**config.mk**
```make
export PLATFORM = sky130hd
export DESIGN_NAME = data_mem_arbiter
export DESIGN_NICKNAME = d
export VERILOG_FILES = /design/src/rtl/data_mem_pkg.sv /design/src/rtl/rr_arbiter2.sv /design/src/rtl/data_mem_arbiter.sv
export SDC_FILE = /design/constraint.sdc
export NUM_CORES = 1
export LEC_CHECK = 0
export ABC_AREA = 1
export ABC_CLOCK_PERIOD_IN_PS = 1900
export BUFFER_PORTS_ARGS = -buffer_cell sky130_fd_sc_hd__clkbuf_2
export CAP_MARGIN = 30
export CORE_MARGIN = 3
export CORE_UTILIZATION = 25
export CTS_BUF_LIST = sky130_fd_sc_hd__clkbuf_4
export DETAILED_ROUTE_END_ITERATION = 8
export HOLD_SLACK_MARGIN = 0.02
export SYNTH_ARGS = -nofsm -noshare
export SYNTH_HDL_FRONTEND = slang
export SYNTH_SLANG_ARGS = --single-unit
```
**constraint.sdc**
```tcl
create_clock -name clk -period 1.9 [get_ports clk]
set_input_delay 0.095 -clock clk [delete_from_list [all_inputs] [get_ports clk]]
set_output_delay 0.095 -clock clk [all_outputs]
set_load 0.05 [all_outputs]
```
**src/rtl/data_mem_pkg.sv**
```systemverilog
// data_mem_pkg: shared constants and types for the data memory arbiter.
package data_mem_pkg;
  localparam int ADDR_W = 15;
  localparam int DATA_W = 32;
  localparam int DEPTH = 256;
  localparam int REQ_CORE = 0;
  localparam int REQ_DMA = 1;
  typedef enum logic [1:0] {IDLE, OWN0, OWN1} state_e;
endpackage

```
**src/rtl/rr_arbiter2.sv**
```systemverilog
// rr_arbiter2: two-way round-robin picker with a lock that is capped at MAX_BURST
// consecutive grants while the other requester is waiting.
module rr_arbiter2 import data_mem_pkg::*; #(
  parameter int MAX_BURST = 4
) (
  input  logic       clk,
  input  logic       rst_n,
  input  logic [1:0] req_i,
  input  logic [1:0] lock_i,
  output logic [1:0] gnt_o
);
  localparam int CW = $clog2(MAX_BURST + 1);
  state_e state_q;
  logic last_q;
  logic [CW-1:0] cnt_q;
  logic own_v, own, expired, win;
  always_comb begin
    own_v = state_q != IDLE;
    own = state_q == OWN1;
    expired = cnt_q >= CW'(MAX_BURST) && req_i[~own];
    // owner always equals last, so ~last covers both plain round-robin and burst expiry
    win = &req_i ? ((own_v && !expired) ? own : ~last_q) : req_i[1];
    gnt_o = (rst_n && |req_i) ? (win ? 2'b10 : 2'b01) : 2'b00;
  end
  always_ff @(posedge clk or negedge rst_n) begin
    if (!rst_n) begin
      state_q <= IDLE;
      last_q <= 1'b1;
      cnt_q <= '0;
    end else if (|req_i) begin
      last_q <= win;
      state_q <= lock_i[win] ? (win ? OWN1 : OWN0) : IDLE;
      cnt_q <= !lock_i[win] ? '0 :
               (own_v && own == win) ? (cnt_q == CW'(MAX_BURST) ? cnt_q : cnt_q + 1'b1) :
               CW'(1);
    end else begin
      state_q <= IDLE;
      cnt_q <= '0;
    end
  end
endmodule

```
**src/rtl/data_mem_arbiter.sv**
```systemverilog
// data_mem_arbiter: arbitrates core and DMA access to the single-port data memory,
// drives the memory port and returns registered read data / range errors.
module data_mem_arbiter import data_mem_pkg::*; #(
  parameter int MAX_BURST = 4
) (
  input  logic              clk,
  input  logic              rst_n,
  input  logic [1:0]        req,
  input  logic [1:0]        we,
  input  logic [ADDR_W-1:0] addr0,
  input  logic [ADDR_W-1:0] addr1,
  input  logic [DATA_W-1:0] wdata0,
  input  logic [DATA_W-1:0] wdata1,
  input  logic [1:0]        lock,
  output logic [1:0]        gnt,
  output logic [1:0]        rvalid,
  output logic [DATA_W-1:0] rdata,
  output logic [1:0]        err,
  output logic [ADDR_W-1:0] mem_addr,
  output logic              mem_we,
  output logic [DATA_W-1:0] mem_wdata,
  input  logic [DATA_W-1:0] mem_rdata
);
  logic any, sel, in_rng;
  logic [ADDR_W-1:0] a;
  logic [1:0] rvalid_q, err_q;
  logic [DATA_W-1:0] rdata_q;
  rr_arbiter2 #(.MAX_BURST(MAX_BURST)) u_arb (
    .clk(clk), .rst_n(rst_n), .req_i(req), .lock_i(lock), .gnt_o(gnt)
  );
  always_comb begin
    any = |gnt;
    sel = gnt[REQ_DMA];
    a = sel ? addr1 : addr0;
    in_rng = a < ADDR_W'(DEPTH);
    mem_addr = any ? a : '0;
    mem_wdata = any ? (sel ? wdata1 : wdata0) : '0;
    mem_we = any && in_rng && we[sel];
  end
  always_ff @(posedge clk or negedge rst_n) begin
    if (!rst_n) begin
      rvalid_q <= '0;
      err_q <= '0;
      rdata_q <= '0;
    end else begin
      rvalid_q <= (any && in_rng && !we[sel]) ? gnt : 2'b00;
      err_q <= (any && !in_rng) ? gnt : 2'b00;
      if (any && !we[sel]) rdata_q <= in_rng ? mem_rdata : '0;
    end
  end
  assign rvalid = rvalid_q;
  assign err = err_q;
  assign rdata = rdata_q;
endmodule

```
==> results.ini, run 1 <==
[run_status]
status=complete, but fails checks
violations=setup timing

[pwr]
p_per_area_nw_per_um2=489
peakVddDrop_uv=263
leakage_nw=3.18
fin_total_pwr_mw=2.99

[sta]
hold_viol=0
drv_slew=0
min_period_ns=2.10
post-route-period-util=1.11
setup_viol=70
skew_ns=0.00800
layout_setup_ws_ns=-0.200
rsz0062_at_grt=true
slew_headroom=0.642
max_freq_mhz=476
fin_setup_tns_ns=-6.77
worst-slew-pin-transition_ns=0.537

[floorplan]
rows=36
initial_core_util=0.264
die_w_um=109
die_h_um=109
die_area_um2=11900
num_io_pins=220
core_um2=10000

[synthesis]
syn_area_per_cell_um2=7.53
synth_top_area_share=0.387
syn_inst=352
yosysUniqueCellTypes=28
synth-seq-cells=42
syn_nets=488
ys_seq_area_frac=0.397
synthTopCellsByArea=dfrtp_1, nand2_1, nand4_1
syn_area_um2=2650
yosysTopAreaCell=dfrtp_1
synth_warnings=0

[clock_tree]
clockRootBuffer=clkbuf_4
cts_sinks=42
cts.clk_slew.worst_paths_ns=0.13
cts.htree.levels=2
insertion_delay_ns=0.35
numCtsBuffers=5
cts_buffer_depth=2
cts_tree=yes

[layout]
mostFrequentLayoutCells=clkbuf_2, nand2_1, dfrtp_1
num_antenna_cells=0
final_cells=778
fillCellCount=775
area_growth_pct=131
final_area_um2=6110
drive_above_1_share=0.623
final_common_cell=clkbuf_2
fin_nets=780

[place]
place_area_um2=4320
post-place-cells=699
place_congestion=0.787
io_buffers=219
post-dp-hpwl_um=7880

[global_routing]
busiest_layer=met2
met1_usage=0.231
track_usage=0.193
use_met2=0.352
met3_usage=0.0373
grt_pass1_wl_um=18100
grt_max_degree=43
grt-ovfl-total=0
first_global_vias=3723
antenna_found_initial=0

[worst_setup_path]
worstSetupStartpointType=flop
critPathRequiredTime_ns=1.80
cp_max_fo=5
crit_path_end_kind=output pin
worstSetupPathType=flop to output pin
cp.arrival_ns=2.01

[route]
wl_per_cell_um=16.4
drt-initial-drc-count=279
wirelength_um=12800
dr.pass1.iters=4
vias_per_cell=4.70
ant_nets=0
drc=0
vias=3660

[flow_run]
maxCapViolations=0

[hold_path]
min_path_type=primary input to async pin

-- final timing paths --
kind / start / end / slack (ns) / depth (start not counted)
worst max-delay path: u_arb.cnt_q[2]$_DFFE_PN0P_ / mem_addr[6] / -0.20 / 10
worst min-delay path: rst_n / rdata[7]$_DFFE_PN0P_ / 0.09 / 2
worst max register to register: u_arb.state_q[0]$_DFF_PN0_ / rdata[25]$_DFFE_PN0P_ / -0.13 / 13
worst min register to register: rdata[16]$_DFFE_PN0P_ / rdata[16]$_DFFE_PN0P_ / 0.50 / 2
max in group asynchronous: rst_n / rvalid[0]$_DFF_PN0_ / 1.43 / 2
min in group clk: lock[1] / u_arb.state_q[1]$_DFF_PN0_ / 0.14 / 4
-- through the flow --
step	setup slack, ns	hold slack [ns]	util
2_1_floorplan	-0.0139	-0.201	-
4_1_cts	-0.204	0.103	0.565
3_5_place_dp	-0.104	0.336	0.430
6_report	-0.200	0.0864	0.609
3_3_place_gp	0.0160	0.335	0.430
5_1_grt	-0.310	0.129	0.609
-- worst max-delay path, cell delays in order (launching register included) --
cell and delay [ns]:
dfrtp_1 0.42, inv_2 0.09, nand2_2 0.07, nand2_4 0.08, nand3_4 0.12, nand2_4 0.14, inv_8 0.05, nor2_4 0.20
buf_6 0.16, a22o_1 0.17, buf_8 0.15
-- timing repair --
item | 4_1_cts | 5_1_grt
hold buffers | 34 | 0
gates cloned | 12 | 3
hold endpoints to repair | 34 | 0
setup buffers | 22 | 8
endpoints found under the setup margin | 82 | 87
pin swaps | 39 | 42
resized for setup | 167 | 114
-- cell type report --
| class | instances | area [um2] | area share |
|---|---|---|---|
| inverters | 28 | 120 | 0.0196 |
| flip-flops and latches | 42 | 1050 | 0.172 |
| clock buffers | 5 | 37.5 | 0.00614 |
| repair buffers | 308 | 2790 | 0.456 |
| clock inverters | 3 | 16.3 | 0.00266 |
| well taps | 133 | 166 | 0.0272 |
| multi-input cells | 259 | 1930 | 0.316 |
-- registers in the layout, summed over array words and instances (netlist names) --
register	count
err	2
rdata	32
rvalid	2
u_arb.cnt_q	3
u_arb.last_q	1
u_arb.state_q	2
-- cell usage after synthesis, drive strengths merged --
cell type and number:
a22o 18, buf 20, clkbuf 5, dfrtp 41, dfstp 1, ha 2, inv 28, nand2 95
nand3 6, nand3b 1, nand4 39, nor2 66, nor3 1, nor4 1, o21ai 28
-- cells by family after synthesis --
logic type,share of synthesized area
fa+ha+maj,0.00944
buf+inv,0.105
compound gates,0.117
flops,0.397
simple gates,0.372
-- metal layers --
metal,share of wire,up-vias,wire [um]
li1,-,1761,-
met1,0.38,1716,4850
met2,0.54,167,6930
met3,0.065,16,827
met4,0.014,0,184
met5,0,-,0
-- report_power, final --
part,switching [mW],internal [mW],total [mW]
clock network,0.299,0.138,0.437
logic,0.875,0.751,1.63
registers,0.0119,0.913,0.925
Note: power is estimated with default switching activity, not from simulation.
==> run 2, diff against run 1 <==
--- a/config.mk
+++ b/config.mk
@@ -6,13 +6,13 @@
 export NUM_CORES = 1
 export LEC_CHECK = 0
 export ABC_AREA = 1
-export ABC_CLOCK_PERIOD_IN_PS = 1900
-export BUFFER_PORTS_ARGS = -buffer_cell sky130_fd_sc_hd__clkbuf_2
+export ABC_CLOCK_PERIOD_IN_PS = 2300
 export CAP_MARGIN = 30
 export CORE_MARGIN = 3
 export CORE_UTILIZATION = 25
 export CTS_BUF_LIST = sky130_fd_sc_hd__clkbuf_4
 export DETAILED_ROUTE_END_ITERATION = 8
+export DONT_BUFFER_PORTS = 1
 export HOLD_SLACK_MARGIN = 0.02
 export SYNTH_ARGS = -nofsm -noshare
 export SYNTH_HDL_FRONTEND = slang
==> constraint.sdc (replaced) <==
create_clock -name clk -period 2.3 [get_ports clk]
set_input_delay 0.115 -clock clk [delete_from_list [all_inputs] [get_ports clk]]
set_output_delay 0.115 -clock clk [all_outputs]
set_load 0.05 [all_outputs]
==> run 2 against run 1 <==
- the run now ends clean
- wire length down 20%
- clock-buffer cell count up 1
- register-to-register slack better by 0.42 ns
- cell count down 26%
- worst setup slack better by 0.25 ns
- non-clock buffer count down 203
- sequential cell count unchanged
- critical path type unchanged
- critical endpoint is now mem_wdata[13]
- largest power group unchanged
- highest routed layer unchanged
==> results.ini, run 2 (synthesis gave the netlist of run 1 again) <==
[layout]
final_common_cell=nand2_1
fin_nets=577  ; -26%
area_growth_pct=47.9
fillCellCount=992  ; +28%
mostFrequentLayoutCells=nand2_1, nor2_1, buf_4
largest_register_ffs=32  ; unchanged
drive_above_1_share=0.233  ; -0.390
num_antenna_cells=0  ; unchanged

[global_routing]
track_usage=0.157  ; -0.0367
grt_max_degree=43  ; unchanged
first_global_vias=2839  ; -24%
grt-ovfl-total=0  ; unchanged
grt_pass1_wl_um=14400  ; -20%
antenna_found_initial=0  ; unchanged

[floorplan]
die_w_um=109  ; unchanged
rows=36  ; unchanged
die_h_um=109  ; unchanged
num_io_pins=220  ; unchanged
die_area_um2=11900  ; unchanged
core_um2=10000  ; unchanged
initial_core_util=0.264  ; unchanged

[worst_setup_path]
path_cells=inv_2, nand2_2, nand3_4, nand2_4, clkinvlp_4, nor2_4, buf_6, a22o_1, buf_12
critPathRequiredTime_ns=2.18  ; +0.38 ns
critical_path.top_delay_family=flip-flops
worstSetupStartpointType=flop
cp_max_fo=10  ; +5
crit_path_end_kind=output pin
cp.arrival_ns=2.13  ; +0.12 ns
slowest_delay_ns=0.55  ; +0.13 ns
ff2ff_setup_slack_ns=0.29  ; +0.42 ns
path_buf_inv=4  ; unchanged
cp_slowest_cell=dfstp_2
worstSetupPathType=flop to output pin

[pwr]
peakVddDrop_uv=211  ; -20%
p_switching_mw=0.808  ; -32%
seqPwrFrac=0.391  ; +0.081
p_per_area_nw_per_um2=511  ; +4.6%
p_int_mw=1.20  ; -34%
leakage_nw=2.01  ; -37%
fin_total_pwr_mw=2.00  ; -33%
sw_frac_of_total=0.403  ; +0.00617
combPwrFrac=0.410  ; -0.134
p_clk_frac=0.199  ; +0.053

[clock_tree]
clockRootBuffer=clkbuf_4
insertion_delay_ns=0.35  ; about the same
cts_sinks=42  ; unchanged
cts.htree.levels=2  ; unchanged
cts.clk_slew.worst_paths_ns=0.14  ; about the same
cts_buffer_depth=2  ; unchanged
numCtsBuffers=5  ; unchanged
cts_tree=yes

[place]
io_buffers=0  ; -100%
place_congestion=0.832  ; +5.7%
post-dp-hpwl_um=7400  ; -6.2%

[route]
ant_nets=0  ; unchanged
wl_per_cell_um=17.7  ; +7.7%
drc=0  ; unchanged
vias=2797  ; -24%
vias_per_cell=4.86  ; +3.4%
dr.pass1.iters=5  ; +1
drt-initial-drc-count=251  ; -10%
wirelength_um=10200  ; -20%

[hold_path]
min_path_type=primary input to flop

[sta]
setup_viol=0  ; -100%
max_freq_mhz=445
post-route-period-util=0.977
min_period_ns=2.25
drv_slew=0  ; unchanged
skew_ns=0.00864  ; +0.000639 ns
hold_viol=0  ; unchanged
rsz0062_at_grt=true
slew_headroom=0.647  ; +0.00515
worst-slew-pin-transition_ns=0.528  ; -0.00849 ns
fin_hold_ws_ns=0.0578  ; -0.0286 ns

[flow_run]
maxCapViolations=0  ; unchanged

[run_status]
status=finished, final reports clean

run 2: cell count changes in the layout (fill, tap and decap cells not counted), moves of 11 or more:
cell / delta
a22o_1: +14
buf_12: -14
buf_4: +21
buf_8: -30
clkbuf_2: -169
nand2_1: +13
nor2_1: +45
nor2_2: -15
nor2_4: -30
o21ai_0: +11
o21ai_2: -12
run 2: cell type report:
cell class	instances	area, um2	area share
repair inverters	1	5.00	0.00128
clock inverters	2	13.8	0.00351
clock buffers	6	45.0	0.0115
flip-flops and latches	42	1050	0.268
well taps	133	166	0.0425
inverters	28	109	0.0278
multi-input cells	258	1360	0.347
repair buffers	105	1170	0.298
run 2: metal layers:
layer  GRT usage  vias to the layer above  wire, um
met5           0                        -         0
met2       0.286                      157      5340
met3      0.0509                        8       961
met4      0.0379                        0        93
li1            -                     1348         -
met1       0.175                     1284      3790
run 2: worst paths after layout:
check / depth (start not counted) / from / endpoint
min in group asynchronous: 2 / rst_n / u_arb.state_q[1]$_DFF_PN0_
worst min-delay path: 2 / req[1] / u_arb.state_q[0]$_DFF_PN0_
worst max-delay path: 9 / u_arb.last_q$_DFFE_PN1N_ / mem_wdata[13]
worst min register to register: 2 / u_arb.cnt_q[1]$_DFFE_PN0P_ / u_arb.cnt_q[1]$_DFFE_PN0P_
max in group asynchronous: 2 / rst_n / u_arb.last_q$_DFFE_PN1N_
worst max register to register: 11 / u_arb.last_q$_DFFE_PN1N_ / rdata[17]$_DFFE_PN0P_
run 2: timing repair:
item,in CTS,in global routing
endpoints found under the setup margin,34,38
pin swaps,1,10
setup buffers,1,7
hold buffers,37,0
gates resized for setup,7,21
cloned,1,3
endpoints found under the hold margin,77,0
run 2: power by group through the flow:
stage | logic, mW | registers, mW | clock network (mW)
after floorplan | 0.482 | 0.795 | 0
after global placement | 0.703 | 0.797 | 0
after detailed placement | 0.711 | 0.798 | 0
after CTS | 0.799 | 0.783 | 0.421
after global routing | 0.873 | 0.785 | 0.444
final | 0.822 | 0.784 | 0.399
run 2: per-stage QoR:
step / setup TNS, ns / utilization / area, um2 / setup WS [ns] / instances
3_5_place_dp: 0 / 0.332 / 3330 / 0.228 / 518
4_1_cts: -0.000471 / 0.380 / 3820 / -0.000471 / 565
6_report: 0 / 0.390 / 3920 / 0.0535 / 575
3_3_place_gp: 0 / 0.332 / 3330 / 0.273 / 518
5_1_grt: -0.693 / 0.390 / 3920 / -0.0528 / 575
2_1_floorplan: 0 / - / 2650 / 0.147 / 352
==> run 3, diff against run 2 <==
--- a/config.mk
+++ b/config.mk
@@ -13,7 +13,7 @@
 export CTS_BUF_LIST = sky130_fd_sc_hd__clkbuf_4
 export DETAILED_ROUTE_END_ITERATION = 8
 export DONT_BUFFER_PORTS = 1
-export HOLD_SLACK_MARGIN = 0.02
+export RECOVER_POWER = 100
 export SYNTH_ARGS = -nofsm -noshare
 export SYNTH_HDL_FRONTEND = slang
 export SYNTH_SLANG_ARGS = --single-unit
==> run 3 against run 2 <==
- clock skew hardly changed
- critical path depth stayed put
- core utilization is 0.22 points lower
- largest power group unchanged
- highest routed layer unchanged
==> results.ini, run 3 (synthesis gave the netlist of run 1 again) <==
[clock_tree]
numCtsBuffers=5  ; unchanged
clockRootBuffer=clkbuf_4
cts.htree.levels=2  ; unchanged
cts_sinks=42  ; unchanged
cts_buffer_depth=2  ; unchanged
cts.clk_slew.worst_paths_ns=0.14  ; about the same
insertion_delay_ns=0.35  ; about the same
cts_tree=yes

[sta]
skew_ns=0.00870  ; +0.0000621 ns
max_freq_mhz=445  ; about the same
hold_viol=0  ; unchanged
worst-slew-pin-transition_ns=1.09  ; +0.561 ns
min_period_ns=2.25  ; +0.000255 ns
rsz0062_at_grt=true
slew_headroom=0.274  ; -0.374
layout_setup_ws_ns=0.0532  ; -0.000255 ns
drv_slew=0  ; unchanged
setup_viol=0  ; unchanged
post-route-period-util=0.977  ; about the same

[floorplan]
die_h_um=109  ; unchanged
rows=36  ; unchanged
num_io_pins=220  ; unchanged
die_w_um=109  ; unchanged
die_area_um2=11900  ; unchanged
initial_core_util=0.264  ; unchanged
core_um2=10000  ; unchanged

[layout]
largest_register_ffs=32  ; unchanged
ff_latch_area_um2=1050  ; unchanged
multi_input_area_um2=1360  ; unchanged
area_growth_pct=47.0
fin_nets=577  ; unchanged
num_antenna_cells=0  ; unchanged
mostFrequentLayoutCells=nand2_1, nor2_1, buf_4
drive_above_1_share=0.233  ; unchanged
fillCellCount=995  ; +0.30%
final_common_cell=nand2_1

[route]
drt-initial-drc-count=255  ; +1.6%
drc=0  ; unchanged
wl_per_cell_um=17.8  ; +0.19%
dr.pass1.iters=4  ; -1
ant_nets=0  ; unchanged
vias_per_cell=4.89  ; +0.54%
vias=2812  ; +0.54%
wirelength_um=10200  ; +0.19%

[worst_setup_path]
cp.arrival_ns=2.13  ; about the same
path_buf_inv=4  ; unchanged
crit_path_end_kind=output pin
critical_path.top_delay_family=flip-flops
worstSetupPathType=flop to output pin
worstSetupStartpointType=flop
path_cells=inv_2, nand2_2, nand3_4, nand2_4, clkinvlp_4, nor2_4, buf_6, a22o_1, buf_12
slowest_delay_ns=0.55  ; about the same
cp_slowest_cell=dfstp_2
ff2ff_setup_slack_ns=0.29  ; about the same
cp_max_fo=10  ; unchanged
critPathRequiredTime_ns=2.18  ; about the same

[global_routing]
grt-ovfl-total=0  ; unchanged
grt_pass1_wl_um=14400  ; unchanged
antenna_found_initial=0  ; unchanged
grt_max_degree=43  ; unchanged
first_global_vias=2839  ; unchanged
track_usage=0.157  ; unchanged

[run_status]
status=finished, final reports clean

[hold_path]
min_path_type=primary input to flop

[pwr]
p_per_area_nw_per_um2=513  ; +0.32%
fin_total_pwr_mw=2.00  ; -0.25%
peakVddDrop_uv=210  ; -0.19%
leakage_nw=2.00  ; -0.42%

[place]
place_congestion=0.832  ; unchanged
post-dp-hpwl_um=7400  ; unchanged
place_ws_ns=0.228  ; unchanged
io_buffers=0  ; unchanged

[flow_run]
maxCapViolations=0  ; unchanged

## run 3: changes by cell type in the layout (fill, tap and decap cells not counted)
| cell | delta |
|---|---|
| buf_16 | -1 |
| clkbuf_2 | +1 |
## run 3: final timing paths
kind,cells after the start,endpoint,startpoint
worst min-delay path,2,u_arb.state_q[0]$_DFF_PN0_,req[1]
min in group asynchronous,2,u_arb.state_q[1]$_DFF_PN0_,rst_n
max in group asynchronous,2,rdata[6]$_DFFE_PN0P_,rst_n
worst max-delay path,9,mem_wdata[13],u_arb.last_q$_DFFE_PN1N_
worst max register to register,11,rdata[17]$_DFFE_PN0P_,u_arb.last_q$_DFFE_PN1N_
worst min register to register,2,u_arb.cnt_q[1]$_DFFE_PN0P_,u_arb.cnt_q[1]$_DFFE_PN0P_
## run 3: cell type report
| cell class | instances | area share |
|---|---|---|
| Multi-Input combinational cell | 258 | 0.349 |
| Timing Repair Buffer | 105 | 0.294 |
| Sequential cell | 42 | 0.270 |
| Tap cell | 133 | 0.0427 |
| Inverter | 28 | 0.0279 |
| Clock buffer | 6 | 0.0116 |
| Clock inverter | 2 | 0.00353 |
| Timing Repair inverter | 1 | 0.00128 |
## run 3: repair_timing
item | CTS | global route
setup endpoints to repair | 34 | 38
gates resized for setup | 7 | 21
hold endpoints to repair | 77 | 0
pin swaps | 1 | 10
buffers inserted | 1 | 7
gates cloned | 1 | 3
hold buffers | 37 | 0
## run 3: metal layers
metal  vias to the layer above  track usage  share of wire
li1                       1348            -              -
met1                      1296        0.175           0.37
met2                       160        0.286           0.52
met3                         8       0.0509          0.094
met4                         0       0.0379         0.0091
met5                         -            0              0
## run 3: power breakdown
part / switching [mW] / internal [mW] / leakage, nW
Sequential: 0.0299 / 0.754 / 0.578
Clock: 0.266 / 0.133 / 0.0356
Combinational: 0.511 / 0.306 / 1.39
Total: 0.807 / 1.19 / 2.00
## run 3: worst reg2reg max path, delay by kind of cell (launching register included)
family	cells	cell delay, ns
simple gates	8	0.96
buf+inv	3	0.40
flops	1	0.55
## run 3: stage by stage
stage / hold WS, ns / cell area, um2 / instances / util / setup TNS [ns]
2_1_floorplan: -0.181 / 2650 / 352 / - / 0
3_3_place_gp: -0.179 / 3330 / 518 / 0.332 / 0
3_5_place_dp: -0.180 / 3330 / 518 / 0.332 / 0
4_1_cts: 0.0261 / 3820 / 565 / 0.380 / -0.000471
5_1_grt: 0.0812 / 3900 / 575 / 0.388 / -0.693
6_report: 0.0577 / 3900 / 575 / 0.388 / 0
